<file path="config.mk">
export PLATFORM = sky130hd
export DESIGN_NAME = img_uart_xfer_flat
export DESIGN_NICKNAME = d
export VERILOG_FILES = /design/src/rtl/img_uart_xfer_pkg.sv /design/src/rtl/img_uart_xfer_if.sv /design/src/rtl/img_uart_xfer_avm_port.sv /design/src/rtl/img_uart_xfer.sv /design/src/flat_wrapper.sv
export SDC_FILE = /design/constraint.sdc
export NUM_CORES = 1
export LEC_CHECK = 0
export CAP_MARGIN = 30
export CORE_ASPECT_RATIO = 0.5
export CORE_MARGIN = 1.5
export CORE_UTILIZATION = 34
export DETAILED_ROUTE_END_ITERATION = 7
export GPL_ROUTABILITY_DRIVEN = 1
export PLACE_DENSITY_LB_ADDON = 0.3
export SETUP_SLACK_MARGIN = 0.05
export SLEW_MARGIN = 20
export SYNTH_ARGS = -nofsm -noshare
export SYNTH_HDL_FRONTEND = slang
export SYNTH_SLANG_ARGS = --single-unit
export TNS_END_PERCENT = 10
</file>
<file path="constraint.sdc">
create_clock -name avm_clk -period 6.8 [get_ports avm_clk]
set_input_delay 2.04 -clock avm_clk [delete_from_list [all_inputs] [get_ports avm_clk]]
set_output_delay 2.04 -clock avm_clk [all_outputs]
set_load 0.02 [all_outputs]
</file>
<file path="src/rtl/img_uart_xfer_pkg.sv">
// Shared register map, bit positions and state/mode/op enums for the
// UART <-> frame-memory transfer engine.
package img_uart_pkg;
   localparam logic [4:0] RX_BASE     = 5'd0;
   localparam logic [4:0] TX_BASE     = 5'd4;
   localparam logic [4:0] STATUS_BASE = 5'd8;
   localparam int         TX_OK_BIT   = 6;
   localparam int         RX_OK_BIT   = 7;

   typedef enum logic [3:0] {
      S_IDLE, S_RX_POLL, S_RX_READ, S_WR, S_RD_REQ,
      S_RD_WAIT, S_TX_POLL, S_TX_WRITE, S_DONE
   } state_e;

   typedef enum logic {MODE_LOAD = 1'b0, MODE_DUMP = 1'b1} mode_e;

   typedef enum logic [1:0] {OP_NONE, OP_POLL, OP_RX, OP_TX} avm_op_e;
endpackage

</file>
<file path="src/rtl/img_uart_xfer_if.sv">
// Avalon-MM connection between the transfer engine and the RS-232 UART slave.
interface img_uart_xfer_if;
   logic [4:0]  avm_address;
   logic        avm_read;
   logic [31:0] avm_readdata;
   logic        avm_write;
   logic [31:0] avm_writedata;
   logic        avm_waitrequest;

   modport master (
      output avm_address, avm_read, avm_write, avm_writedata,
      input  avm_readdata, avm_waitrequest
   );

   modport slave (
      input  avm_address, avm_read, avm_write, avm_writedata,
      output avm_readdata, avm_waitrequest
   );
endinterface

</file>
<file path="src/rtl/img_uart_xfer_avm_port.sv">
// Avalon-side driver: turns a poll/rx/tx request into bus signals and reports
// completion plus the UART status bits and received byte.
module uart_avm_port
   import img_uart_pkg::*;
(
   img_uart_xfer_if.master bus,
   input  avm_op_e         op,
   input  logic [7:0]      tx_byte,
   output logic            done,
   output logic [7:0]      rx_byte,
   output logic            rx_ok,
   output logic            tx_ok
);
   logic unused_rdata;

   // Bus outputs depend only on the requested op, which the FSM holds constant
   // while waitrequest is high, so they stay stable across stalls.
   assign bus.avm_address   = (op == OP_RX) ? RX_BASE :
                              (op == OP_TX) ? TX_BASE : STATUS_BASE;
   assign bus.avm_read      = (op == OP_POLL) || (op == OP_RX);
   assign bus.avm_write     = (op == OP_TX);
   assign bus.avm_writedata = (op == OP_TX) ? {24'b0, tx_byte} : 32'b0;

   assign done         = (op != OP_NONE) && !bus.avm_waitrequest;
   assign rx_byte      = bus.avm_readdata[7:0];
   assign rx_ok        = bus.avm_readdata[RX_OK_BIT];
   assign tx_ok        = bus.avm_readdata[TX_OK_BIT];
   assign unused_rdata = ^bus.avm_readdata[31:8];
endmodule

</file>
<file path="src/rtl/img_uart_xfer.sv">
// Frame transfer engine: loads a HEIGHT x WIDTH frame from the UART into
// memory, or dumps it from memory to the UART, BYTES_PER_PIX bytes MSB-first.
//
// state      | meaning
// S_IDLE     | waiting for i_start
// S_RX_POLL  | polling STATUS for RX data available
// S_RX_READ  | reading one RX byte into the pixel shifter
// S_WR       | writing the packed pixel to memory
// S_RD_REQ   | issuing the memory read for the next pixel
// S_RD_WAIT  | capturing memory read data
// S_TX_POLL  | polling STATUS for TX space
// S_TX_WRITE | sending the top byte of the pixel shifter
// S_DONE     | one-cycle o_fin, back to idle
module img_uart_xfer
   import img_uart_pkg::*;
#(
   parameter  int HEIGHT        = 480,
   parameter  int WIDTH         = 800,
   parameter  int BYTES_PER_PIX = 2,
   localparam int PIX_W         = 8 * BYTES_PER_PIX,
   localparam int NPIX          = HEIGHT * WIDTH,
   localparam int ADDR_W        = $clog2(HEIGHT * WIDTH)
) (
   input  logic              avm_clk,
   input  logic              avm_rst_n,
   input  logic              i_start,
   input  logic              i_mode,
   input  logic              i_abort,
   img_uart_xfer_if.master   avm,
   output logic              o_wr_en,
   output logic [ADDR_W-1:0] o_wr_addr,
   output logic [PIX_W-1:0]  o_wr_data,
   output logic              o_rd_en,
   output logic [ADDR_W-1:0] o_rd_addr,
   input  logic [PIX_W-1:0]  i_rd_data,
   output logic              o_busy,
   output logic [ADDR_W:0]   o_pix_cnt,
   output logic              o_fin
);
   localparam int CNT_W = ADDR_W + 1;

   state_e           state_q, state_d;
   logic [PIX_W-1:0] pix_q, pix_d;
   logic [1:0]       bcnt_q, bcnt_d;
   logic [CNT_W-1:0] pix_cnt_q, pix_cnt_d;
   logic             abort_q, abort_d;

   avm_op_e          op;
   logic             xfer_done, rx_ok, tx_ok;
   logic [7:0]       rx_byte;

   logic abort_now, last_byte, last_pix;
   assign abort_now = abort_q | i_abort;
   assign last_byte = (bcnt_q == 2'(BYTES_PER_PIX - 1));
   assign last_pix  = (pix_cnt_q == CNT_W'(NPIX - 1));

   uart_avm_port u_port (
      .bus     (avm),
      .op      (op),
      .tx_byte (pix_q[PIX_W-1 -: 8]),
      .done    (xfer_done),
      .rx_byte (rx_byte),
      .rx_ok   (rx_ok),
      .tx_ok   (tx_ok)
   );

   always_ff @(posedge avm_clk) begin
      if (!avm_rst_n) begin
         state_q   <= S_IDLE;
         pix_q     <= '0;
         bcnt_q    <= '0;
         pix_cnt_q <= '0;
         abort_q   <= 1'b0;
      end else begin
         state_q   <= state_d;
         pix_q     <= pix_d;
         bcnt_q    <= bcnt_d;
         pix_cnt_q <= pix_cnt_d;
         abort_q   <= abort_d;
      end
   end

   always_comb begin
      state_d   = state_q;
      pix_d     = pix_q;
      bcnt_d    = bcnt_q;
      pix_cnt_d = pix_cnt_q;
      // abort is only remembered while busy; an abort coinciding with start is dropped
      abort_d   = (state_q == S_IDLE) ? 1'b0 : abort_now;
      op        = OP_NONE;
      o_wr_en   = 1'b0;
      o_rd_en   = 1'b0;
      o_fin     = 1'b0;
      case (state_q)
         S_IDLE: if (i_start) begin
            pix_cnt_d = '0;
            bcnt_d    = '0;
            pix_d     = '0;
            state_d   = (mode_e'(i_mode) == MODE_DUMP) ? S_RD_REQ : S_RX_POLL;
         end
         S_RX_POLL: begin
            op = OP_POLL;
            if (xfer_done) begin
               if (abort_now)  state_d = S_DONE;
               else if (rx_ok) state_d = S_RX_READ;
            end
         end
         S_RX_READ: begin
            op = OP_RX;
            if (xfer_done) begin
               pix_d  = (pix_q << 8) | PIX_W'(rx_byte);
               bcnt_d = bcnt_q + 2'd1;
               // a completed pixel is still written; S_WR then honours the abort
               if (last_byte)      state_d = S_WR;
               else if (abort_now) state_d = S_DONE;
               else                state_d = S_RX_POLL;
            end
         end
         S_WR: begin
            o_wr_en   = 1'b1;
            pix_cnt_d = pix_cnt_q + CNT_W'(1);
            bcnt_d    = '0;
            state_d   = (last_pix || abort_now) ? S_DONE : S_RX_POLL;
         end
         S_RD_REQ: begin
            o_rd_en = 1'b1;
            state_d = S_RD_WAIT;
         end
         S_RD_WAIT: begin
            pix_d   = i_rd_data;
            bcnt_d  = '0;
            state_d = abort_now ? S_DONE : S_TX_POLL;
         end
         S_TX_POLL: begin
            op = OP_POLL;
            if (xfer_done) begin
               if (abort_now)  state_d = S_DONE;
               else if (tx_ok) state_d = S_TX_WRITE;
            end
         end
         S_TX_WRITE: begin
            op = OP_TX;
            if (xfer_done) begin
               pix_d  = pix_q << 8;
               bcnt_d = bcnt_q + 2'd1;
               if (last_byte) begin
                  pix_cnt_d = pix_cnt_q + CNT_W'(1);
                  bcnt_d    = '0;
                  state_d   = (last_pix || abort_now) ? S_DONE : S_RD_REQ;
               end else begin
                  state_d   = abort_now ? S_DONE : S_TX_POLL;
               end
            end
         end
         S_DONE: begin
            o_fin   = 1'b1;
            state_d = S_IDLE;
         end
         default: state_d = S_IDLE;
      endcase
   end

   // addresses are gated so the post-frame count (NPIX) never appears on them
   assign o_wr_addr = o_wr_en ? pix_cnt_q[ADDR_W-1:0] : '0;
   assign o_rd_addr = o_rd_en ? pix_cnt_q[ADDR_W-1:0] : '0;
   assign o_wr_data = pix_q;
   assign o_busy    = (state_q != S_IDLE);
   assign o_pix_cnt = pix_cnt_q;
endmodule

</file>
<file path="src/flat_wrapper.sv">
// flat-port wrapper written by rule: the top's interface ports become plain ports
module img_uart_xfer_flat import img_uart_pkg::*;
#(
   parameter  int HEIGHT        = 480,
   parameter  int WIDTH         = 800,
   parameter  int BYTES_PER_PIX = 2,
   localparam int PIX_W         = 8 * BYTES_PER_PIX,
   localparam int NPIX          = HEIGHT * WIDTH,
   localparam int ADDR_W        = $clog2(HEIGHT * WIDTH)
)
  (avm_clk, avm_rst_n, i_start, i_mode, i_abort, o_wr_en, o_wr_addr, o_wr_data, o_rd_en, o_rd_addr, i_rd_data, o_busy, o_pix_cnt, o_fin, avm_avm_address, avm_avm_read, avm_avm_write, avm_avm_writedata, avm_avm_readdata, avm_avm_waitrequest);
  img_uart_xfer_if avm_i ();
  input  logic avm_clk;
  input  logic avm_rst_n;
  input  logic i_start;
  input  logic i_mode;
  input  logic i_abort;
  output logic o_wr_en;
  output logic [ADDR_W-1:0] o_wr_addr;
  output logic [PIX_W-1:0] o_wr_data;
  output logic o_rd_en;
  output logic [ADDR_W-1:0] o_rd_addr;
  input  logic [PIX_W-1:0] i_rd_data;
  output logic o_busy;
  output logic [ADDR_W:0] o_pix_cnt;
  output logic o_fin;
  output wire logic [$bits(avm_i.avm_address)-1:0] avm_avm_address;
  output wire logic [$bits(avm_i.avm_read)-1:0] avm_avm_read;
  output wire logic [$bits(avm_i.avm_write)-1:0] avm_avm_write;
  output wire logic [$bits(avm_i.avm_writedata)-1:0] avm_avm_writedata;
  input wire logic [$bits(avm_i.avm_readdata)-1:0] avm_avm_readdata;
  input wire logic [$bits(avm_i.avm_waitrequest)-1:0] avm_avm_waitrequest;
  assign avm_avm_address = avm_i.avm_address;
  assign avm_avm_read = avm_i.avm_read;
  assign avm_avm_write = avm_i.avm_write;
  assign avm_avm_writedata = avm_i.avm_writedata;
  assign avm_i.avm_readdata = avm_avm_readdata;
  assign avm_i.avm_waitrequest = avm_avm_waitrequest;
  img_uart_xfer #(.HEIGHT(HEIGHT), .WIDTH(WIDTH), .BYTES_PER_PIX(BYTES_PER_PIX)) u_core (.avm_clk(avm_clk), .avm_rst_n(avm_rst_n), .i_start(i_start), .i_mode(i_mode), .i_abort(i_abort), .avm(avm_i), .o_wr_en(o_wr_en), .o_wr_addr(o_wr_addr), .o_wr_data(o_wr_data), .o_rd_en(o_rd_en), .o_rd_addr(o_rd_addr), .i_rd_data(i_rd_data), .o_busy(o_busy), .o_pix_cnt(o_pix_cnt), .o_fin(o_fin));
endmodule
</file>
Yosys cells after proc, flatten, opt, wreduce, memory -nomap -nowiden:

Index checks and enable logic that the tools add are counted.

* flip-flop bits (word level): 43
* input port bits: 54
* output and inout port bits: 117
* logic and storage cells: 87

* add/sub/neg operators: 2
* eq/ne operators: 21
* muxes and demuxes: 39
* bitwise logic cells: 3
* reduce and logical (&&, ||, !) cells: 17

Operators by type and width (count)
* $mux 4: 17
* $pmux 16 s4: 1
* $mux 20: 3
* $pmux 20 s3: 1
* $mux 16: 3
* $mux 19: 2
* $pmux 4 s8: 1
* $add 20x1->20 const B: 1
* $eq 20x19->1 const B: 1
* $eq 4x3->1 const B: 4
* $or 16x8->16: 1
* $reduce_and 4->1: 3
* $reduce_bool 4->1: 3
* $ne 2x2->1 const B: 5
* $eq 4x2->1 const B: 2
* $mux 2: 4
* $mux 8: 1
* $pmux 2 s4: 1
* $reduce_and 7->1: 1
* $ne 3x2->1 const B: 2
* $pmux 2 s3: 1
* $reduce_or 2->1: 3
* $eq 2x1->1 const B: 2
* $eq 2x2->1 const B: 2
* 14 further kinds: 17

Depth between registers and ports, before layout:

Gate-level depths: netlist (run 1).

* depth after elaboration: 7
* depth in mapped cells: 14
* depth with buffers taken out: 9

Modules after synthesis:

Synthesis (run 1) repeated with hierarchy kept, for this count alone.

* cells, all modules: 385
* area total of the unflattened synthesis: 3195.6 sq um

By module, submodules not included
* img_uart_xfer: instances 1, cells each 330, area each 2791.4 sq um
* uart_avm_port: instances 1, cells each 55, area each 404.1 sq um

Worst setup path after synthesis (run 1):

OpenSTA, ideal clock, no wires.

* path type: register to output
* start: reg u_core.state_q[0]
* end: out avm_avm_writedata[0]
* arrival time: 2.052 ns
* setup slack: 2.708 ns
* cell stages (with the launch flop): 8
* path buffers: 3
* path through: dfxtp_1 -> buf_4 -> clkbuf_1 -> nand2_1 -> a21boi_0 -> clkbuf_1 -> ha_1 -> and2_1

* word-level cells in the longest chain between the ends: 5
* elaborated cells on any way between the ends: 8

Ends and longest elaborated chain
* start, declared: line img_uart_xfer.sv:42 `state_e state_q, state_d;`
* start signal, assigned: line img_uart_xfer.sv:75 `state_q <= state_d;`
* $eq 4x1->1 / $eq 4x3->1 (equally long branches): line img_uart_xfer.sv:94 `case (state_q)`
* $reduce_or 2->1 (no source line)
* $pmux 2 s3 (*): line img_uart_xfer.sv:94
* $eq 2x2->1 (*)
* via avm_avm_write: line flat_wrapper.sv:29 `output wire logic [$bits(avm_i.avm_write)-1:0] avm_avm_write;`
* $mux 8 (*): line img_uart_xfer_avm_port.sv:22 `assign bus.avm_writedata = (op == OP_TX) ? {24'b0, tx_byte} : 32'b0;`
* end, declared: line flat_wrapper.sv:30 `output wire logic [$bits(avm_i.avm_writedata)-1:0] avm_avm_writedata;`

The timed path passes the listed nets; every way through them passes the cells marked *.

Worst setup path after layout (run 1):

* start: reg u_core.state_q[1]
* end: out avm_avm_writedata[4]

* word-level cells in the longest chain between the ends: 5
* elaborated cells on any way between the ends: 8

Ends and longest elaborated chain (line)
* $eq 4x1->1 / $eq 4x3->1 (equally long branches): img_uart_xfer.sv:94
* $reduce_or 2->1 (no source line)
* $pmux 2 s3 (*): img_uart_xfer.sv:94
* $eq 2x2->1 (*): img_uart_xfer_avm_port.sv:22
* $mux 8 (*): img_uart_xfer_avm_port.sv:22

Mark *: on every way between the ends. The rest lies on a longest branch, timed or not.

==> results of run 1 <==
registers in the layout, indices dropped and copies added (netlist names):
name / cells
u_core.o_pix_cnt: 20
u_core.bcnt_q: 2
u_core.abort_q: 1
u_core.state_q: 4
u_core.o_wr_data: 16
metal layers:
layer | global-route usage | wire length, um | up-vias
met4 | 0.0281 | 27 | 0
met1 | 0.238 | 3970 | 1430
met3 | 0.0639 | 751 | 2
met5 | 0 | 0 | -
li1 | - | - | 1537
met2 | 0.275 | 3790 | 116
cells in the final DEF (no fill, tap or decap), drive strengths merged, types with 10 or more instances in the layout:
master,n
nand4,11
clkdlybuf4s50,119
dfxtp,43
o211a,16
a21oi,14
a22oi,16
nand2,42
nor2,19
and2,47
o21ai,10
conb,27
area by class of cell:
class,instances,share of cell area
inverter,9,0.00779
timing repair buffer,125,0.287
clock buffer,6,0.0297
sequential,43,0.198
multi-input combinational,306,0.444
tap,117,0.0337
cells by family after synthesis:
kind of cell,Yosys count
xor gates and xnor gates,4
buffers and inverters,65
muxes,4
and+or+nand+nor,180
AOI/OAI and AO/OA,84
adders and majority gates,7
other,1
DFF,43
stage by stage:
stage               total power, mW  instances
finish                         1.23        606
global route                   1.32        606
CTS                            1.24        606
detailed placement             1.01        600
global placement              0.986        599
floorplan                     0.825        414
synth_stat cells (2+ instances only):
cell,count
sky130_fd_sc_hd__dfxtp_1,43
sky130_fd_sc_hd__nand2_1,42
sky130_fd_sc_hd__o31ai_1,6
sky130_fd_sc_hd__a21oi_1,13
sky130_fd_sc_hd__and4_1,2
sky130_fd_sc_hd__a41o_1,3
sky130_fd_sc_hd__nor2_1,18
sky130_fd_sc_hd__buf_4,28
sky130_fd_sc_hd__or4_1,7
sky130_fd_sc_hd__o211ai_1,2
sky130_fd_sc_hd__a21boi_1,2
sky130_fd_sc_hd__mux2i_1,4
sky130_fd_sc_hd__nor4b_1,4
sky130_fd_sc_hd__buf_2,7
sky130_fd_sc_hd__nor2b_1,4
sky130_fd_sc_hd__ha_1,6
sky130_fd_sc_hd__nand4_1,11
sky130_fd_sc_hd__nand3_1,9
sky130_fd_sc_hd__a31oi_1,4
sky130_fd_sc_hd__o211a_1,16
sky130_fd_sc_hd__inv_1,9
sky130_fd_sc_hd__o21ai_0,9
sky130_fd_sc_hd__nand2b_1,3
sky130_fd_sc_hd__a32o_1,2
sky130_fd_sc_hd__xnor2_1,4
sky130_fd_sc_hd__or2_2,2
sky130_fd_sc_hd__clkbuf_1,18
sky130_fd_sc_hd__and3_1,4
sky130_fd_sc_hd__buf_1,2
sky130_fd_sc_hd__or3_1,7
sky130_fd_sc_hd__nor4_1,7
sky130_fd_sc_hd__a22oi_1,16
sky130_fd_sc_hd__or3b_2,2
sky130_fd_sc_hd__nor3_1,3
sky130_fd_sc_hd__and2_1,47
critical path, stage by stage, from the launching register on:
cell and delay [ns]:
sky130_fd_sc_hd__dfxtp_1 0.78, sky130_fd_sc_hd__nor2b_1 0.28, sky130_fd_sc_hd__a21boi_0 0.20, sky130_fd_sc_hd__buf_4 0.23
sky130_fd_sc_hd__ha_1 0.37, sky130_fd_sc_hd__and2_1 0.19, sky130_fd_sc_hd__clkdlybuf4s50_1 0.60
worst max path at each step:
| stage | start | end |
|---|---|---|
| floorplan | u_core.state_q[0]$_SDFFE_PN0P_ | avm_avm_writedata[0] |
| global placement | u_core.state_q[1]$_SDFFE_PN0P_ | avm_avm_writedata[4] |
| detailed placement | u_core.state_q[1]$_SDFFE_PN0P_ | avm_avm_writedata[4] |
| CTS | u_core.state_q[1]$_SDFFE_PN0P_ | avm_avm_writedata[4] |
| global route | u_core.state_q[1]$_SDFFE_PN0P_ | avm_avm_writedata[4] |
| finish | u_core.state_q[1]$_SDFFE_PN0P_ | avm_avm_writedata[4] |
power breakdown:
group	internal (mW)	switching [mW]	total, mW
clock	0.132	0.0938	0.226
combinational	0.261	0.388	0.649
sequential	0.292	0.0641	0.356
total	0.685	0.546	1.23
==> PnR_summary.wiki, run 1 <==
{| class="wikitable"
! Metric !! Value
|-
| Largest cells by area after synthesis || sky130_fd_sc_hd__dfxtp_1 28%, sky130_fd_sc_hd__and2_1 9.6%, sky130_fd_sc_hd__buf_4 6.9%, sky130_fd_sc_hd__o211a_1 5.3%, sky130_fd_sc_hd__nand2_1 5.2%
|-
| Mean Syn Cell Area || 7.86 um^2
|-
| Crit path time final || 4.98 ns
|-
| Status || complete, no violations
|-
| Worst slack after detailed placement || 2.10 ns
|-
| Proportion of netlist area held by the largest area contributor || 0.282
|-
| Kind of critical path || register to output port
|-
| Post-synth ARST share || 0
|-
| Vias per std cell || 5.09
|-
| RSZ-0062 raised after global routing || false
|-
| Post-route standard cell area excluding fillers || 4340 um^2
|-
| Clock tree buffer depth || 2
|-
| Worst Hold Path Cells || 2
|-
| Count of final setup violators || 0
|-
| Maximum fanout encountered on the critical timing path || 22
|-
| Endpoint of the worst register-to-register path || u_core.bcnt_q[1]$_SDFFE_PN0P_
|-
| Count of cells resized by post-cts repair || 0
|-
| Initial antenna violation count || 0
|-
| Global-route total usage across every layer || 0.176
|-
| Core box area || 8710 um^2
|-
| Arithmetic-cell share of the synthesized area counting full adders, half adders and majority gates || 0.0279
|-
| Number of sinks driven by the clock tree || 43
|-
| Fraction of synthesized area in multiplexers || 0.0131
|-
| XOR/XNOR share of the synthesized area || 0.0115
|-
| Length in cells of the worst reg-to-reg path || 11
|-
| # Post-CTS Setup Buffers || 0
|-
| Worst max-slew margin expressed relative to the limit || 0.406
|-
| Area grow syn2layout || 42.4%
|-
| Number of top-level pins || 171
|-
| Total Die Area || 9580 um^2
|-
| Reg-to-reg startpoint || u_core.state_q[1]$_SDFFE_PN0P_
|-
| Static Leak || 1.72 nW
|-
| Synthesis-stage register bit count || 43
|-
| Share of the clock period used by the worst path after layout || 0.732
|-
| Dominant combinational cell family by area after synthesis || simple AND/OR/NAND/NOR gates
|-
| Complex-gate fraction of the synthesized area || 0.211
|-
| Fin. max-slew vios || 0
|-
| CTS clk-pin slew, worst paths || 0.06 ns
|-
| Sum of negative setup slack || 0 ns
|-
| Quantity of I/O buffers inserted on ports || 119
|-
| Post-CTS Hold Buffers || 0
|-
| Post-synth EDFFs || 0
|-
| Required time at the endpoint of the critical path || 4.76 ns
|-
| Global placer's final weighted congestion || 0.794
|-
| Share of cells above drive strength 1 || 0.0429
|-
| Post-route DRC violation count || 0
|-
| Yosys Warn Count || 0
|-
| Worst slack on hold paths || 0.487 ns
|-
| Level count of the clock H-tree || 2
|-
| Cell count after synthesis || 388
|-
| Finished Core Util || 0.498
|-
| Clock latency on the worst-skew pair || 0.28 ns
|-
| Area taken by flip-flops and latches || 861 um^2
|-
| Detailed placer's ending HPWL || 6.02 mm
|-
| Synth area leader || sky130_fd_sc_hd__dfxtp_1
|-
| Effective utilization at floorplan || 0.350
|-
| Post-synthesis sequential area ratio || 0.282
|-
| Netlist Area Pre-Place || 3050 um^2
|-
| Detailed-route via count || 3085
|-
| Fill cell instance count of the final layout || 869
|-
| Multi-input gate area || 1930 um^2
|-
| PD cells || 284 nW/um^2
|-
| Vias in the first global route || 2648
|-
| Critical Path End Type || output port
|-
| Horizontal die dimension || 137 um
|-
| Number of nets with antenna violations after detailed routing || 0
|-
| Tightest Hold Check Type || register to register
|-
| CTS buffer count || 5
|-
| Startpoint of the worst hold path || u_core.bcnt_q[0]$_SDFFE_PN0P_
|-
| Arrival time of the worst setup path || 2.94 ns
|-
| Post-synth top flop || sky130_fd_sc_hd__dfxtp_1
|-
| Number of violations reported at the end of detailed-routing iteration 0 || 204
|-
| Root buffer cell || sky130_fd_sc_hd__clkbuf_16
|-
| Hold Crit Endpoint || u_core.bcnt_q[0]$_SDFFE_PN0P_
|-
| Worst Skew || 0.00429 ns
|-
| Maximum vdd ir drop || 0.160 mV
|-
| Distinct cell type count after synthesis || 57
|-
| Least setup slack across all paths after layout || 1.82 ns
|-
| Total Nets Final || 550
|-
| CTS tree || yes
|-
| Chip Height || 70.0 um
|-
| Max frequency || 201 MHz
|-
| Slew of the pin with the lowest slew margin || 0.884 ns
|-
| Wire length of the first global-routing pass || 13.5 mm
|-
| Iteration count of the initial detailed-routing pass || 4
|-
| Reg-to-reg slack, setup || 3.47 ns
|-
| WL/cell || 14.1 um
|-
| Cell Rows || 24
|-
| Max-cap violations || 0
|-
| Share of synthesized cell area in and, or, nand and nor gates || 0.333
|-
| Routed WL || 8.54 mm
|-
| Startpoint kind of the worst setup timing path || register
|-
| Antenna diode count || 0
|-
| Overall overflow remaining after global route || 0
|-
| Pin count of the biggest net entering global routing || 32
|-
| Hold Vio Cnt, Final || 0
|-
| Placed instance area || 4210 um^2
|}
No activity file was read; power rests on OpenSTA's default activity.
==> inputs of run 2 (changes only) <==
- clock period: 6.8 -> 4.5 ns (I/O delays scaled with it)
==> PnR_summary.wiki, run 2 (synthesis gave the netlist of run 1 again) <==
{| class="wikitable"
! Metric !! Value
|-
| Placed cell count || 603 (was 600)
|-
| Tightest Hold Check Type || register to register (unchanged)
|-
| Switching component of the power || 838 uW (was 546 uW)
|-
| Clock latency on the worst-skew pair || 0.29 ns (was 0.28 ns)
|-
| Arrival time of the worst setup path || 2.65 ns (was 2.94 ns)
|-
| Max-cap violations || 0 (unchanged)
|-
| Worst Skew || 0.00462 ns (was 0.00429 ns)
|-
| Count of final setup violators || 0 (unchanged)
|-
| RSZ-0062 raised after global routing || false (unchanged)
|-
| Horizontal die dimension || 137 um (unchanged)
|-
| Worst Hold Path Cells || 2 (unchanged)
|-
| CTS buffer count || 5 (unchanged)
|-
| Number of violations reported at the end of detailed-routing iteration 0 || 197 (was 204)
|-
| Cell Rows || 24 (unchanged)
|-
| Leading cell type in the layout, fill and taps excluded || sky130_fd_sc_hd__clkdlybuf4s50_1 (unchanged)
|-
| Antenna diode count || 0 (unchanged)
|-
| Post-route DRC violation count || 0 (unchanged)
|-
| Global placer's final weighted congestion || 0.839 (was 0.794)
|-
| Crit path time final || 4.00 ns
|-
| Cell internal power dissipation || 1.08 mW (was 685 uW)
|-
| Kind of critical path || register to output port (unchanged)
|-
| Comb pwr share || 0.538 (was 0.527)
|-
| Max frequency || 250 MHz
|-
| Vias per std cell || 5.12 (was 5.09)
|-
| Status || complete, no violations (unchanged)
|-
| Quantity of I/O buffers inserted on ports || 119 (unchanged)
|-
| Chip Height || 70.0 um (unchanged)
|-
| Share of the clock period used by the worst path after layout || 0.888
|-
| Share of total power in sequential cells || 0.260 (was 0.289)
|-
| Number of flip-flops under the largest register name || 20 (unchanged)
|-
| Pin count of the biggest net entering global routing || 32 (unchanged)
|-
| CTS clk-pin slew, worst paths || 0.06 ns (about the same)
|-
| Routed WL || 8.64 mm (was 8.54 mm)
|-
| Count of cells resized by post-cts repair || 0 (unchanged)
|-
| Fin. max-slew vios || 0 (unchanged)
|-
| Highest-count cells in the layout ignoring fill and taps || 119 x sky130_fd_sc_hd__clkdlybuf4s50_1, 47 x sky130_fd_sc_hd__and2_1, 43 x sky130_fd_sc_hd__dfxtp_1 (unchanged)
|-
| Number of sinks driven by the clock tree || 43 (unchanged)
|-
| Global-route total usage across every layer || 0.182 (was 0.176)
|-
| Root buffer cell || sky130_fd_sc_hd__clkbuf_16 (unchanged)
|-
| Level count of the clock H-tree || 2 (unchanged)
|-
| Core box area || 8710 um^2 (unchanged)
|-
| Critical Path End Type || output port (unchanged)
|-
| Length in cells of the worst reg-to-reg path || 11 (unchanged)
|-
| Static Leak || 1.75 nW (was 1.72 nW)
|-
| Number of top-level pins || 171 (unchanged)
|-
| Post-CTS Hold Buffers || 0 (unchanged)
|-
| PD cells || 438 nW/um^2 (was 284 nW/um^2)
|-
| Required time at the endpoint of the critical path || 3.15 ns (was 4.76 ns)
|-
| Wire length of the first global-routing pass || 13.7 mm (was 13.5 mm)
|-
| Share of cells above drive strength 1 || 0.0526 (was 0.0429)
|-
| Area grow syn2layout || 44.0% (was 42.4%)
|-
| Detailed placer's ending HPWL || 6.15 mm (was 6.02 mm)
|-
| Hold Vio Cnt, Final || 0 (unchanged)
|-
| Startpoint kind of the worst setup timing path || register (unchanged)
|-
| Detailed-route via count || 3127 (was 3085)
|-
| # Post-CTS Setup Buffers || 0 (unchanged)
|-
| Vias in the first global route || 2647 (was 2648)
|-
| Number of nets with antenna violations after detailed routing || 0 (unchanged)
|-
| Effective utilization at floorplan || 0.350 (unchanged)
|-
| WL/cell || 14.1 um (about the same)
|-
| Fraction of power spent switching nets || 0.436 (was 0.444)
|-
| Sum of negative setup slack || 0 ns (unchanged)
|-
| Maximum vdd ir drop || 0.215 mV (was 0.160 mV)
|-
| Worst max-slew margin expressed relative to the limit || 0.404 (was 0.406)
|-
| CTS tree || yes (unchanged)
|-
| Clock tree buffer depth || 2 (unchanged)
|-
| Initial antenna violation count || 0 (unchanged)
|-
| Iteration count of the initial detailed-routing pass || 5 (was 4)
|-
| Total Die Area || 9580 um^2 (unchanged)
|-
| Clk network pwr share || 0.202 (was 0.184)
|-
| Non-filler instance count after layout || 611 (was 606)
|-
| Total Nets Final || 553 (was 550)
|-
| Overall overflow remaining after global route || 0 (unchanged)
|-
| Slew of the pin with the lowest slew margin || 0.887 ns (was 0.884 ns)
|-
| Maximum fanout encountered on the critical timing path || 15 (was 22)
|}
[run 2: cell count changes in the layout (fill, tap and decap cells not counted)]
cell	change
sky130_fd_sc_hd__clkbuf_8	+2
sky130_fd_sc_hd__buf_4	+3
[run 2: area by class of cell]
| cell class | instances | area, um^2 |
|---|---|---|
| fill | 843 | 4320 |
| multi-input combinational | 306 | 1930 |
| timing repair buffer | 128 | 1270 |
| sequential | 43 | 861 |
| clock buffer | 8 | 156 |
| tap | 117 | 146 |
| inverter | 9 | 33.8 |
[run 2: worst max-delay path, stage by stage (launching register included)]
cell and delay [ns]:
sky130_fd_sc_hd__dfxtp_1 0.49, sky130_fd_sc_hd__nor2b_1 0.28, sky130_fd_sc_hd__a21boi_0 0.21, sky130_fd_sc_hd__buf_4 0.22, sky130_fd_sc_hd__ha_1 0.36, sky130_fd_sc_hd__and2_1 0.19, sky130_fd_sc_hd__clkdlybuf4s50_1 0.61
[run 2: power by group through the flow]
stage	clock network [mW]	registers, mW	logic, mW
after floorplan	0	0.531	0.716
after global placement	0	0.506	0.999
after detailed placement	0	0.506	1.03
after CTS	0.395	0.500	1.04
after global routing	0.412	0.508	1.14
final	0.389	0.499	1.03
[run 2: final timing paths]
path | start | to | slack [ns]
worst max-delay path | u_core.state_q[3]$_SDFFE_PN0P_ | avm_avm_writedata[4] | 0.50
worst min-delay path | u_core.bcnt_q[0]$_SDFFE_PN0P_ | u_core.bcnt_q[0]$_SDFFE_PN0P_ | 0.49
worst max register to register | u_core.state_q[3]$_SDFFE_PN0P_ | u_core.o_wr_data[10]$_SDFFE_PN0P_ | 1.63
worst min register to register | u_core.bcnt_q[0]$_SDFFE_PN0P_ | u_core.bcnt_q[0]$_SDFFE_PN0P_ | 0.49
[run 2: stage by stage]
stage	utilization	hold slack (ns)	power, mW	cell area, um^2	setup WS (ns)
after floorplan	-	0.455	1.25	3150	1.10
after global placement	0.484	0.474	1.50	4220	0.774
after detailed placement	0.486	0.483	1.54	4230	0.789
after CTS	0.504	0.491	1.93	4390	0.456
after global routing	0.504	0.497	2.06	4390	0.304
final	0.504	0.486	1.92	4390	0.502
[run 2: routing by layer]
metal | track usage | vias to the layer above | part of all wire | routed length (um)
met5 | 0 | - | 0 | 0
met4 | 0.0433 | 0 | 0.0075 | 65
met3 | 0.0603 | 5 | 0.089 | 773
met2 | 0.275 | 143 | 0.43 | 3680
met1 | 0.251 | 1426 | 0.48 | 4120
li1 | - | 1553 | - | -
==> inputs of run 3 (changes only) <==
- ABC_CLOCK_PERIOD_IN_PS: not set -> 4500
==> results of run 3 <==
Final layout, timing and power as in run 2 (identical DEF).
